### config.mk
export PLATFORM = sky130hd
export DESIGN_NAME = alu_op_issuer
export DESIGN_NICKNAME = d
export VERILOG_FILES = /design/src/rtl/alu_issuer_pkg.sv /design/src/rtl/alu_req_fifo.sv /design/src/rtl/alu_op_issuer.sv
export SDC_FILE = /design/constraint.sdc
export NUM_CORES = 1
export LEC_CHECK = 0
export CORE_ASPECT_RATIO = 0.75
export CORE_MARGIN = 3
export CORE_UTILIZATION = 35
export DETAILED_ROUTE_END_ITERATION = 6
export DONT_BUFFER_PORTS = 1
export PLACE_DENSITY = 0.56
export SLEW_MARGIN = 20
export SYNTH_ARGS = -nofsm -noshare
export SYNTH_HDL_FRONTEND = slang
export SYNTH_HIERARCHICAL = 1
export SYNTH_SLANG_ARGS = --single-unit
export TNS_END_PERCENT = 20
### constraint.sdc
create_clock -name CLK -period 3.68 [get_ports CLK]
set_input_delay 0.736 -clock CLK [delete_from_list [all_inputs] [get_ports CLK]]
set_output_delay 0.736 -clock CLK [all_outputs]
set_load 0.005 [all_outputs]
### src/rtl/alu_issuer_pkg.sv
// Shared types and constants for the ALU operand issuer: FSM states,
// INP_VALID codes, multiply command codes and the buffered request record.
package alu_issuer_pkg;

    localparam int ALU_DW = 8;
    localparam int ALU_CW = 4;

    typedef enum logic [2:0] {
        IDLE,
        ISSUE_A,
        ISSUE_B,
        WAIT,
        HOLD
    } issuer_state_t;

    localparam logic [1:0] IV_NONE = 2'b00;
    localparam logic [1:0] IV_A    = 2'b01;
    localparam logic [1:0] IV_B    = 2'b10;
    localparam logic [1:0] IV_AB   = 2'b11;

    localparam logic [ALU_CW-1:0] CMD_MUL_INC = 4'd9;
    localparam logic [ALU_CW-1:0] CMD_MUL_SHL = 4'd10;

    typedef struct packed {
        logic [ALU_DW-1:0] opa;
        logic [ALU_DW-1:0] opb;
        logic [ALU_CW-1:0] cmd;
        logic              mode;
        logic              cin;
        logic              split;
    } alu_req_t;

    // Multiplies in arithmetic mode take the longer result latency.
    function automatic logic is_mul(input logic mode, input logic [ALU_CW-1:0] cmd);
        return mode && ((cmd == CMD_MUL_INC) || (cmd == CMD_MUL_SHL));
    endfunction

endpackage

### src/rtl/alu_req_fifo.sv
// Request buffer for the issuer: DEPTH-entry synchronous FIFO of alu_req_t
// using pointers with one extra wrap bit to tell full from empty.
module alu_req_fifo
    import alu_issuer_pkg::*;
#(
    parameter int DEPTH = 4
)(
    input  logic     CLK,
    input  logic     RST,
    input  logic     push,
    input  alu_req_t wdata,
    input  logic     pop,
    output alu_req_t rdata,
    output logic     full,
    output logic     empty
);

    localparam int AW = $clog2(DEPTH);
    localparam logic [AW:0] PTR_ONE = 1;

    logic [AW:0] wr_ptr;
    logic [AW:0] rd_ptr;
    alu_req_t    mem [DEPTH];
    logic        do_push;
    logic        do_pop;

    assign empty   = (wr_ptr == rd_ptr);
    assign full    = (wr_ptr[AW] != rd_ptr[AW]) && (wr_ptr[AW-1:0] == rd_ptr[AW-1:0]);
    assign do_push = push && !full;
    assign do_pop  = pop && !empty;
    assign rdata   = mem[rd_ptr[AW-1:0]];

    always_ff @(posedge CLK or posedge RST) begin
        if (RST) begin
            wr_ptr <= '0;
            rd_ptr <= '0;
        end else begin
            if (do_push) wr_ptr <= wr_ptr + PTR_ONE;
            if (do_pop)  rd_ptr <= rd_ptr + PTR_ONE;
        end
    end

    // Storage needs no reset; only pointer-qualified entries are ever read.
    always_ff @(posedge CLK) begin
        if (do_push) mem[wr_ptr[AW-1:0]] <= wdata;
    end

endmodule

### src/rtl/alu_op_issuer.sv
// Bus-side initiator for the ALU operand interface: buffers requests, issues
// one op at a time (optionally split A/B), waits out latency, returns result.
module alu_op_issuer
    import alu_issuer_pkg::*;
#(
    parameter int DW      = ALU_DW,
    parameter int CW      = ALU_CW,
    parameter int DEPTH   = 4,
    parameter int LAT     = 1,
    parameter int MUL_LAT = 2
)(
    input  logic            CLK,
    input  logic            RST,
    input  logic            req_valid,
    output logic            req_ready,
    input  logic [DW-1:0]   req_opa,
    input  logic [DW-1:0]   req_opb,
    input  logic [CW-1:0]   req_cmd,
    input  logic            req_mode,
    input  logic            req_cin,
    input  logic            req_split,
    output logic [DW-1:0]   OPA,
    output logic [DW-1:0]   OPB,
    output logic [CW-1:0]   CMD,
    output logic            MODE,
    output logic            CIN,
    output logic            CE,
    output logic [1:0]      INP_VALID,
    input  logic [2*DW-1:0] RES,
    input  logic            COUT,
    input  logic            OFLOW,
    input  logic            ERR,
    input  logic            E,
    input  logic            G,
    input  logic            L,
    output logic            rsp_valid,
    input  logic            rsp_ready,
    output logic [2*DW-1:0] rsp_res,
    output logic [5:0]      rsp_flags
);

    localparam int MAX_LAT = (MUL_LAT > LAT) ? MUL_LAT : LAT;
    localparam int CNT_W   = $clog2(MAX_LAT + 1);
    localparam logic [CNT_W-1:0] LAT_LD  = CNT_W'(LAT - 1);
    localparam logic [CNT_W-1:0] MUL_LD  = CNT_W'(MUL_LAT - 1);
    localparam logic [CNT_W-1:0] CNT_ONE = 1;

    // RST asserts immediately but releases only on a clock edge.
    logic rst_meta;
    logic rst_int;

    always_ff @(posedge CLK or posedge RST) begin
        if (RST) begin
            rst_meta <= 1'b1;
            rst_int  <= 1'b1;
        end else begin
            rst_meta <= 1'b0;
            rst_int  <= rst_meta;
        end
    end

    alu_req_t      req_in;
    alu_req_t      fifo_head;
    alu_req_t      op_q;
    logic          fifo_full;
    logic          fifo_empty;
    logic          fifo_pop;
    logic          capture;
    logic [CNT_W-1:0] cnt_q;
    issuer_state_t state_q;
    issuer_state_t state_d;

    assign req_in = '{opa: req_opa, opb: req_opb, cmd: req_cmd,
                      mode: req_mode, cin: req_cin, split: req_split};
    assign req_ready = !fifo_full;

    alu_req_fifo #(.DEPTH(DEPTH)) u_fifo (
        .CLK   (CLK),
        .RST   (rst_int),
        .push  (req_valid),
        .wdata (req_in),
        .pop   (fifo_pop),
        .rdata (fifo_head),
        .full  (fifo_full),
        .empty (fifo_empty)
    );

    assign OPA  = op_q.opa;
    assign CMD  = op_q.cmd;
    assign MODE = op_q.mode;
    assign CIN  = op_q.cin;

    always_comb begin
        state_d   = state_q;
        fifo_pop  = 1'b0;
        capture   = 1'b0;
        CE        = 1'b0;
        INP_VALID = IV_NONE;
        OPB       = op_q.opb;
        case (state_q)
            IDLE: begin
                if (!fifo_empty) begin
                    fifo_pop = 1'b1;
                    state_d  = ISSUE_A;
                end
            end
            ISSUE_A: begin
                CE = 1'b1;
                if (op_q.split) begin
                    INP_VALID = IV_A;
                    OPB       = '0;
                    state_d   = ISSUE_B;
                end else begin
                    INP_VALID = IV_AB;
                    state_d   = WAIT;
                end
            end
            ISSUE_B: begin
                CE        = 1'b1;
                INP_VALID = IV_B;
                state_d   = WAIT;
            end
            WAIT: begin
                CE = 1'b1;
                if (cnt_q == '0) begin
                    capture = 1'b1;
                    state_d = HOLD;
                end
            end
            HOLD: begin
                if (rsp_ready) state_d = IDLE;
            end
            default: state_d = IDLE;
        endcase
    end

    always_ff @(posedge CLK or posedge rst_int) begin
        if (rst_int) begin
            state_q   <= IDLE;
            op_q      <= '0;
            cnt_q     <= '0;
            rsp_valid <= 1'b0;
            rsp_res   <= '0;
            rsp_flags <= '0;
        end else begin
            state_q <= state_d;
            if (fifo_pop) op_q <= fifo_head;
            // Latency counter is armed on entry to WAIT from either issue state.
            if (state_q != WAIT && state_d == WAIT)
                cnt_q <= is_mul(op_q.mode, op_q.cmd) ? MUL_LD : LAT_LD;
            else if (state_q == WAIT && cnt_q != '0)
                cnt_q <= cnt_q - CNT_ONE;
            if (capture) begin
                rsp_valid <= 1'b1;
                rsp_res   <= RES;
                rsp_flags <= {COUT, OFLOW, ERR, E, G, L};
            end else if (state_q == HOLD && rsp_ready) begin
                rsp_valid <= 1'b0;
            end
        end
    end

endmodule

== After elaboration in Yosys (flattened, before gate mapping) ==
Memory sizes are Yosys's and may differ from the RTL's. A register that Yosys moved wholly into a read port is not among the register bits.
Index checks and enable logic that the tools add are counted.
Word-level totals
  register bits after elaboration: 36
  latch bits: 0
  bits in writable memories: 92
  bits in read-only memories: 0
  input port bits: 49
  output and inout bits: 49
  word-level logic and storage cells: 61
  memories kept: 1
Operators by class
  add/subtract/negate cells: 3
  $mul: 0
  div/mod/pow operators: 0
  order comparisons: 0
  equality and inequality tests: 11
  shift-type cells: 0
  mux-type cells: 21
  bitwise operators: 0
  reductions and logical operators: 16
Memories
  u_fifo.mem: words 4, bits a word 23, rd ports 1, clocked after Yosys merged registers in 1, wr ports 1, line alu_req_fifo.sv:23  | alu_req_t mem [DEPTH];
Operator list (count)
  2-to-1 mux 8 bit: 2
  case mux 3 bit (5 select lines): 1
  2-to-1 mux 1 bit: 11
  equality test 3 x 2 -> 1 bit (second input constant): 3
  2-to-1 mux 3 bit: 3
  equality test 4 bit (second input constant): 2
  logical AND 1 bit: 7
  adder 3 x 1 -> 3 bit (second input constant): 2
  2-to-1 mux 2 bit: 3
  nonzero test 2 bit: 3
  case mux 2 bit (2 select lines): 1
  equality test 3 x 1 -> 1 bit (second input constant): 1
  equality test 3 bit: 1
  equality test 3 bit (second input constant): 1
  logical NOT 3 bit: 1
  != test 3 x 2 -> 1 bit (second input constant): 1
  OR reduction 3 bit: 1
  equality test 2 bit: 1
  logical NOT 1 bit: 2
  logical NOT 2 bit: 1
  subtractor 2 x 1 -> 2 bit (second input constant): 1
  logical OR 1 bit: 1
  != test 1 bit: 1

== Longest topological paths before layout ==
Gate-level depths: netlist of the first run.
  depth in word-level cells: 6
  gate-level depth with buffers: 8

== Cells and area by module ==
The synthesis of the first run kept the hierarchy.
Modules (own cells, without submodules)
  alu_req_fifo: times used 1, cells each 170, area an instance 3832.4 um2
  alu_op_issuer: times used 1, cells each 156, area an instance 2258.4 um2

== Worst setup path after synthesis of the first run ==
No wires, ideal clock.
  path kind: register to output
  from: reg state_q[1]
  to: out OPB[0]
  arrival: 1.283 ns
  required time: 2.944 ns
  slack: 1.661 ns
  cell stages (with the launch flop): 4
  cells stage by stage: dfrtp_1 > buf_2 > nor4bb_1 > and2b_1
Between the ends
  longest elaborated chain between the ends: 2
RTL lines
  start, declared: line alu_op_issuer.sv:70  | issuer_state_t state_q;
  start signal, assigned: line alu_op_issuer.sv:146  | state_q <= state_d;
  equality test 3 x 1 -> 1 bit: line alu_op_issuer.sv:100  | case (state_q)
  2-to-1 mux 8 bit: line alu_op_issuer.sv:100
  end, declared: line alu_op_issuer.sv:23  | output logic [DW-1:0] OPB,
No other way between the ends.

== Final worst setup path of the first run ==
  from: reg u_fifo.rd_ptr[0]
  to: out req_ready
Between the ends
  longest elaborated chain between the ends: 3
RTL lines
  start, declared: line alu_req_fifo.sv:22  | logic [AW:0] rd_ptr;
  start signal, assigned: line alu_req_fifo.sv:39  | if (do_pop) rd_ptr <= rd_ptr + PTR_ONE;
  equality test 2 bit: line alu_req_fifo.sv:28  | assign full = (wr_ptr[AW] != rd_ptr[AW]) && (wr_ptr[AW-1:0] == rd_ptr[AW-1:0]);
  logical AND 1 bit: line alu_req_fifo.sv:28
  net fifo_full: line alu_op_issuer.sv:65  | logic fifo_full;
  logical NOT 1 bit: line alu_op_issuer.sv:75  | assign req_ready = !fifo_full;
  end, declared: line alu_op_issuer.sv:15  | output logic req_ready,
The timed path passes the listed nets, and every way through them passes these cells.

==> results of run 1 <==
==> cell usage in the layout (no fill, tap or decap), types with 2 or more instances in the layout <==
cell,count
edfxtp_1,92
dfrtp_1,56
mux2_2,43
mux4_2,23
clkbuf_16,17
inv_1,9
and2b_1,8
buf_4,8
ha_1,6
inv_6,6
nor2_1,5
xnor2_1,5
and3_1,4
o31ai_1,4
a21oi_1,4
nand2b_1,3
nand2_1,3
xor2_1,3
nand4b_1,2
mux2_1,2
nor3_1,2
clkinv_2,2
clkinv_4,2
clkinvlp_4,2
dfstp_2,2
xor2_2,2
a211oi_2,2
==> power groups by stage <==
stage                     sequential, mW  combinational, mW  clock (mW)
final                               2.71               1.74        1.65
after global routing                2.78               1.93        1.77
after CTS                           2.73               1.79        1.70
after detailed placement            2.76               1.78           0
after global placement              2.74               1.75           0
after floorplan                     2.59               1.62           0
==> worst max-delay path, cell delays in order, from the launching register on <==
cell,delay (ns)
dfrtp_2,0.42
buf_4,0.30
xnor2_2,0.41
nand3_2,0.17
inv_1,0.09
inv_1,0.05
==> area by class of cell <==
class / count / area share
clock buffer: 17 / 0.0625
sequential: 151 / 0.623
multi-input combinational: 140 / 0.239
tap: 215 / 0.0395
timing repair buffer: 9 / 0.0105
inverter: 10 / 0.00551
clock inverter: 15 / 0.0206
==> per-layer routing <==
layer,up-vias,global-route usage
met2,69,0.187
met5,-,0
li1,1230,-
met1,1419,0.152
met4,0,0.0467
met3,7,0.0544
==> flip-flops by register name, summed over array words and instances (netlist names) <==
signal	cells
u_fifo/wr_ptr	3
state_q	3
u_fifo/rd_ptr	3
u_fifo/mem	92
op_q	9
rst_int	1
MODE	1
cnt_q	2
rst_meta	1
CMD	4
CIN	1
rsp_valid	1
rsp_flags	6
OPA	8
rsp_res	16
==> path summary, 6_finish.rpt <==
kind / startpoint / end / slack, ns / cells past startpoint
worst max register to register: u_fifo/wr_ptr[0] / MODE / 1.29 / 5
worst min-delay path: rst_int / rsp_flags[5] / 0.19 / 1
worst min register to register: rst_int / rsp_flags[5] / 0.19 / 1
max in group asynchronous: rst_int / CMD[0] / 2.65 / 2
min in group CLK: rst_meta / rst_int / 0.36 / 0
worst max-delay path: u_fifo/rd_ptr[0] / req_ready / 1.07 / 5
==> synthesized netlist by cell type (2+ instances only) <==
master    count  share of area
buf_2         6         0.0049
nand2b_1      3         0.0031
nand2_1       3         0.0018
edfxtp_1     92           0.45
xor2_2        2         0.0053
dfstp_2       2         0.0086
buf_6         6          0.011
nand4b_1      2         0.0029
and2b_1       8         0.0099
buf_4        13          0.016
dfrtp_1      57           0.23
nor2_1        5         0.0031
mux2_2       43          0.079
a211oi_2      2         0.0041
o31ai_1       4         0.0049
inv_1        10         0.0062
mux4_2       23          0.085
xor2_1        3         0.0043
and3_1        4         0.0041
ha_1          6          0.012
a21oi_1       4         0.0033
nor3_1        2         0.0016
xnor2_1       5         0.0072
mux2_1        2         0.0037
==> cells by family after synthesis <==
kind of cell / count (synthesis) / synth area share
other cells: 1 / 0.000616
buf+inv: 35 / 0.0382
flops: 151 / 0.696
compound gates: 16 / 0.0210
fa+ha+maj: 6 / 0.0123
xor+xnor: 11 / 0.0195
mux: 69 / 0.170
simple gates: 37 / 0.0421
==> through the flow <==
step | cell area (µm²) | power, mW
2_1_floorplan | 6090 | 4.21
3_3_place_gp | 6230 | 4.49
3_5_place_dp | 6230 | 4.53
4_1_cts | 6800 | 6.21
5_1_grt | 6810 | 6.49
6_report | 6810 | 6.10
==> flow_summary_export.csv, run 1 <==
group,metric,value,unit
clocking,cts_hold_buf,0,
place,port_buffers,0,
global_routing,grt_overflow,0,
routing,firstDrtPassIters,4,
flow_run,drv_cap,0,
power,p_per_area,896,nW/µm²
sta,period_minus_slack,2.61,ns
place,place_congestion,0.759,
place,place_ws,1.28,ns
critical_path,crit_required,2.94,ns
routing,wl_met3,834,µm
routing,ant_nets,0,
floorplan,start_util,0.360,
global_routing,grt_pass1_wl,16800,µm
critical_path,critical_path_class,"register to output port",
sta,tightestPinTransition,1.02,ns
power,internal-power,4.20,mW
logic_synthesis,postSynth.asyncResetShare,0.391,
global_routing,grt_usage,0.122,
routing,num_vias,2725,
floorplan,dieWidth,158,µm
floorplan,core-area,16900,µm²
clocking,clk_pin_slew,0.06,ns
clocking,cts_tree,"yes",
logic_synthesis,ys_warn_count,6,
routing,dr_wl_met2,5320,µm
sta,fmax,384,MHz
final_layout,drive_gt1_frac,0.357,
sta,tns,0,ns
critical_path,arrival,1.87,ns
status,status,"complete, no violations",
sta,timing.final.ws_setup,1.07,ns
logic_synthesis,syn-cell-area,6090,µm²
clocking,clock-sinks,151,
logic_synthesis,syn_area_per_cell,18.7,µm²
routing,drc,0,
power,p_leak,2.45,nW
logic_synthesis,syn_inst,326,
final_layout,final_core_util,0.402,
clocking,clk_path_buf_depth,2,
logic_synthesis,synthesis.nets,381,
final_layout,multi_input_area,1630,µm²
clocking,cts_setup_buffers,0,
floorplan,dieArea,19000,µm²
final_layout,n_fill_cell,1503,
final_layout,antenna_cells,0,
place,dp_hpwl,6930,µm
critical_path,path_max_fanout,26,
logic_synthesis,ys_types,43,
routing,drt_iter0_drc,101,
clocking,cts.htree.levels,4,
routing,wl_met1,4700,µm
routing,wl,11000,µm
clocking,root_buffer,"clkbuf_16",
global_routing,grt_start_max_net_pins,40,
sta,skew,0.0108,ns
logic_synthesis,ys.flop_type,"edfxtp_1",
sta,grt_setup_unrepaired,"no",
power,clkPwrFrac,0.270,
sta,drv_slew,0,
sta,hold_viol,0,
final_layout,regArea,4240,µm²
sta,relSlewSlack,0.318,
sta,hold_ws,0.190,ns
sta,fin_crit_sh,0.709,
logic_synthesis,ys_seq_area_frac,0.696,
power,p_sw,1.90,mW
logic_synthesis,ys_seq_elements,151,
global_routing,grt_pass1_vias,2895,
sta,setup_viol,0,
final_layout,syn2layout_area_growth,11.8,%
logic_synthesis,synth_edf_count,92,
floorplan,die_h,120,µm
routing,drt-vias-per-instance,4.89,
clocking,worstSkewPairLatency,0.42,ns
floorplan,rows,41,
critical_path,endpoint_kind,"output port",
final_layout,finalNonFillerCells,557,
power,p_seq_frac,0.444,
routing,wl_per_cell,19.7,µm
clocking,numCtsBuffers,17,
hold_path,hold_path.class,"register to async pin",
critical_path,cp-start-kind,"register",
place,dp.cells,524,
power,sw_frac_of_total,0.311,
power,ir_worst_vdd,0.354,mV
clocking,cts_resized,0,
final_layout,layout.nets,384,
routing,dr.max_layer_used,"met4",
global_routing,antenna_found_initial,0,
floorplan,ios,98,
power,combPwrFrac,0.286,
Power figures use the tool's default switching activity.
==> run 2, diff against run 1 <==
- PLACE_DENSITY: 0.56 -> 0.58
- clock period: 3.68 -> 2.3 ns (I/O delays scaled with it)
==> run 2 against run 1 <==
Net effect: sequential share of layout area shrank 1.5 points; highest routed layer unchanged; critical path type unchanged; largest power group unchanged; sequential cell count is the same; largest cell class unchanged; design area grew 2.5%.
==> flow_summary_export.csv, run 2 (same netlist as run 1, synthesis figures left out) <==
group,metric,value,unit
routing,num_vias,2772,
routing,ant_nets,0,
sta,fin_crit_sh,0.942,
critical_path,arrival,1.71,ns
sta,tightestPinTransition,0.566,ns
critical_path,cp-start-kind,"register",
global_routing,grt_usage,0.123,
global_routing,grt_start_max_net_pins,28,
final_layout,drive_gt1_frac,0.371,
floorplan,ios,98,
floorplan,dieArea,19000,µm²
critical_path,path_max_fanout,9,
critical_path,slowest_delay,0.51,ns
final_layout,finalNonFillerCells,565,
clocking,root_buffer,"clkbuf_16",
place,port_buffers,0,
clocking,cts_setup_buffers,0,
critical_path,critPathSlowestCell,"dfrtp_1",
flow_run,drv_cap,0,
sta,hold_viol,0,
power,ir_worst_vdd,0.500,mV
final_layout,largest_reg_flops,92,
clocking,clk_path_buf_depth,2,
clocking,clock-sinks,151,
sta,period_minus_slack,2.17,ns
critical_path,path_cells,"or3b_2 > a21oi_2",
global_routing,grt_overflow,0,
critical_path,ff2ff_setup_slack,0.36,ns
routing,drt-vias-per-instance,4.91,
status,status,"complete, no violations",
global_routing,grt_pass1_vias,3058,
sta,grt_setup_unrepaired,"no",
routing,drt_iter0_drc,108,
final_layout,antenna_cells,0,
clocking,clk_pin_slew,0.06,ns
sta,fmax,462,MHz
critical_path,critical_path_class,"register to output port",
routing,drc,0,
final_layout,final_common_cell,"edfxtp_1",
floorplan,core-area,16900,µm²
floorplan,dieWidth,158,µm
place,place_congestion,0.715,
sta,skew,0.00833,ns
power,p_leak,2.53,nW
critical_path,endpoint_kind,"output port",
sta,drv_slew,0,
floorplan,start_util,0.360,
clocking,cts_tree,"yes",
hold_path,worstHoldPathCells,0,
hold_path,hold_path.class,"input pin to register",
critical_path,crit_family,"flip-flops",
floorplan,die_h,120,µm
clocking,worstSkewPairLatency,0.42,ns
power,p_per_area,1470,nW/µm²
routing,wl,10900,µm
final_layout,layout_common_cells,"92 x edfxtp_1, 55 x dfrtp_1, 43 x mux2_2",
global_routing,grt_pass1_wl,17100,µm
final_layout,final_core_util,0.413,
critical_path,crit_cells,2,
routing,firstDrtPassIters,4,
critical_path,crit_required,1.84,ns
place,dp_hpwl,7120,µm
sta,relSlewSlack,0.622,
floorplan,rows,41,
sta,setup_viol,0,
clocking,numCtsBuffers,17,
power,p_total,10.3,mW
place,dp.cells,532,
critical_path,rr_worst_depth,5,
global_routing,antenna_found_initial,0,
final_layout,layout.nets,392,
critical_path,crit_buf_inv,0,
sta,tns,0,ns
final_layout,syn2layout_area_growth,14.7,%
routing,wl_per_cell,19.3,µm
clocking,cts.htree.levels,4,
==> run 2: cell count changes in the layout (fill, tap and decap cells not counted), moves of 2 or more <==
| cell | previous run | this run |
|---|---|---|
| buf_4 | 8 | 15 |
| inv_6 | 6 | 4 |
| bufinv_16 | 1 | 5 |
| clkinv_2 | 2 | 0 |
==> run 2: metrics by stage <==
step / hold WS [ns] / instance area [µm²] / worst slack (ns)
finish: 0.135 / 6980 / 0.134
global route: 0.105 / 6980 / 0.0207
CTS: 0.111 / 6970 / 0.0269
detailed placement: 0.194 / 6310 / 0.372
global placement: 0.193 / 6310 / 0.404
floorplan: 0.143 / 6090 / 0.328
==> run 2: layer usage <==
metal	up-vias	track usage	share of wire
met1	1449	0.148	0.41
met4	0	0.0484	0.011
met2	61	0.190	0.50
met5	-	0	0
li1	1249	-	-
met3	13	0.0615	0.077
==> run 2: final timing paths <==
path                                     endpoint             start
worst max-delay path                 INP_VALID[1]        state_q[1]
worst min-delay path            u_fifo/mem[2][15]        req_opa[0]
worst max register to register                CIN  u_fifo/wr_ptr[1]
worst min register to register   u_fifo/wr_ptr[2]           rst_int
max in group asynchronous                 op_q[8]           rst_int
min in group asynchronous        u_fifo/wr_ptr[2]           rst_int
==> run 2: where the power goes <==
group / switching, mW / leakage, nW / internal (mW)
registers: 0.562 / 1.53 / 3.79
logic: 1.39 / 0.687 / 1.52
clock network: 1.07 / 0.310 / 1.94
total: 3.02 / 2.53 / 7.25
==> run 2: area by class of cell <==
cell class / instances / area, µm²
fillers: 1516 / 9940
flip-flops and latches: 151 / 4240
multi-input cells: 140 / 1640
clock buffers: 18 / 429
well taps: 215 / 269
clock inverters: 14 / 221
repair buffers: 17 / 143
inverters: 10 / 37.5
==> run 2: worst register-to-register path, delay by kind of cell (launching register included) <==
| kind | cells | cell delay (ns) |
|---|---|---|
| XOR/XNOR | 1 | 0.32 |
| AND/OR/NAND/NOR | 2 | 0.30 |
| buffers and inverters | 1 | 0.32 |
| multiplexers | 1 | 0.39 |
| flip-flops | 1 | 0.50 |
==> run 2: timing repair <==
item | CTS | global route
hold endpoints to repair | 2 | 0
hold buffers | 1 | 0
endpoints found under the setup margin | 0 | 8
resized for setup | 0 | 2
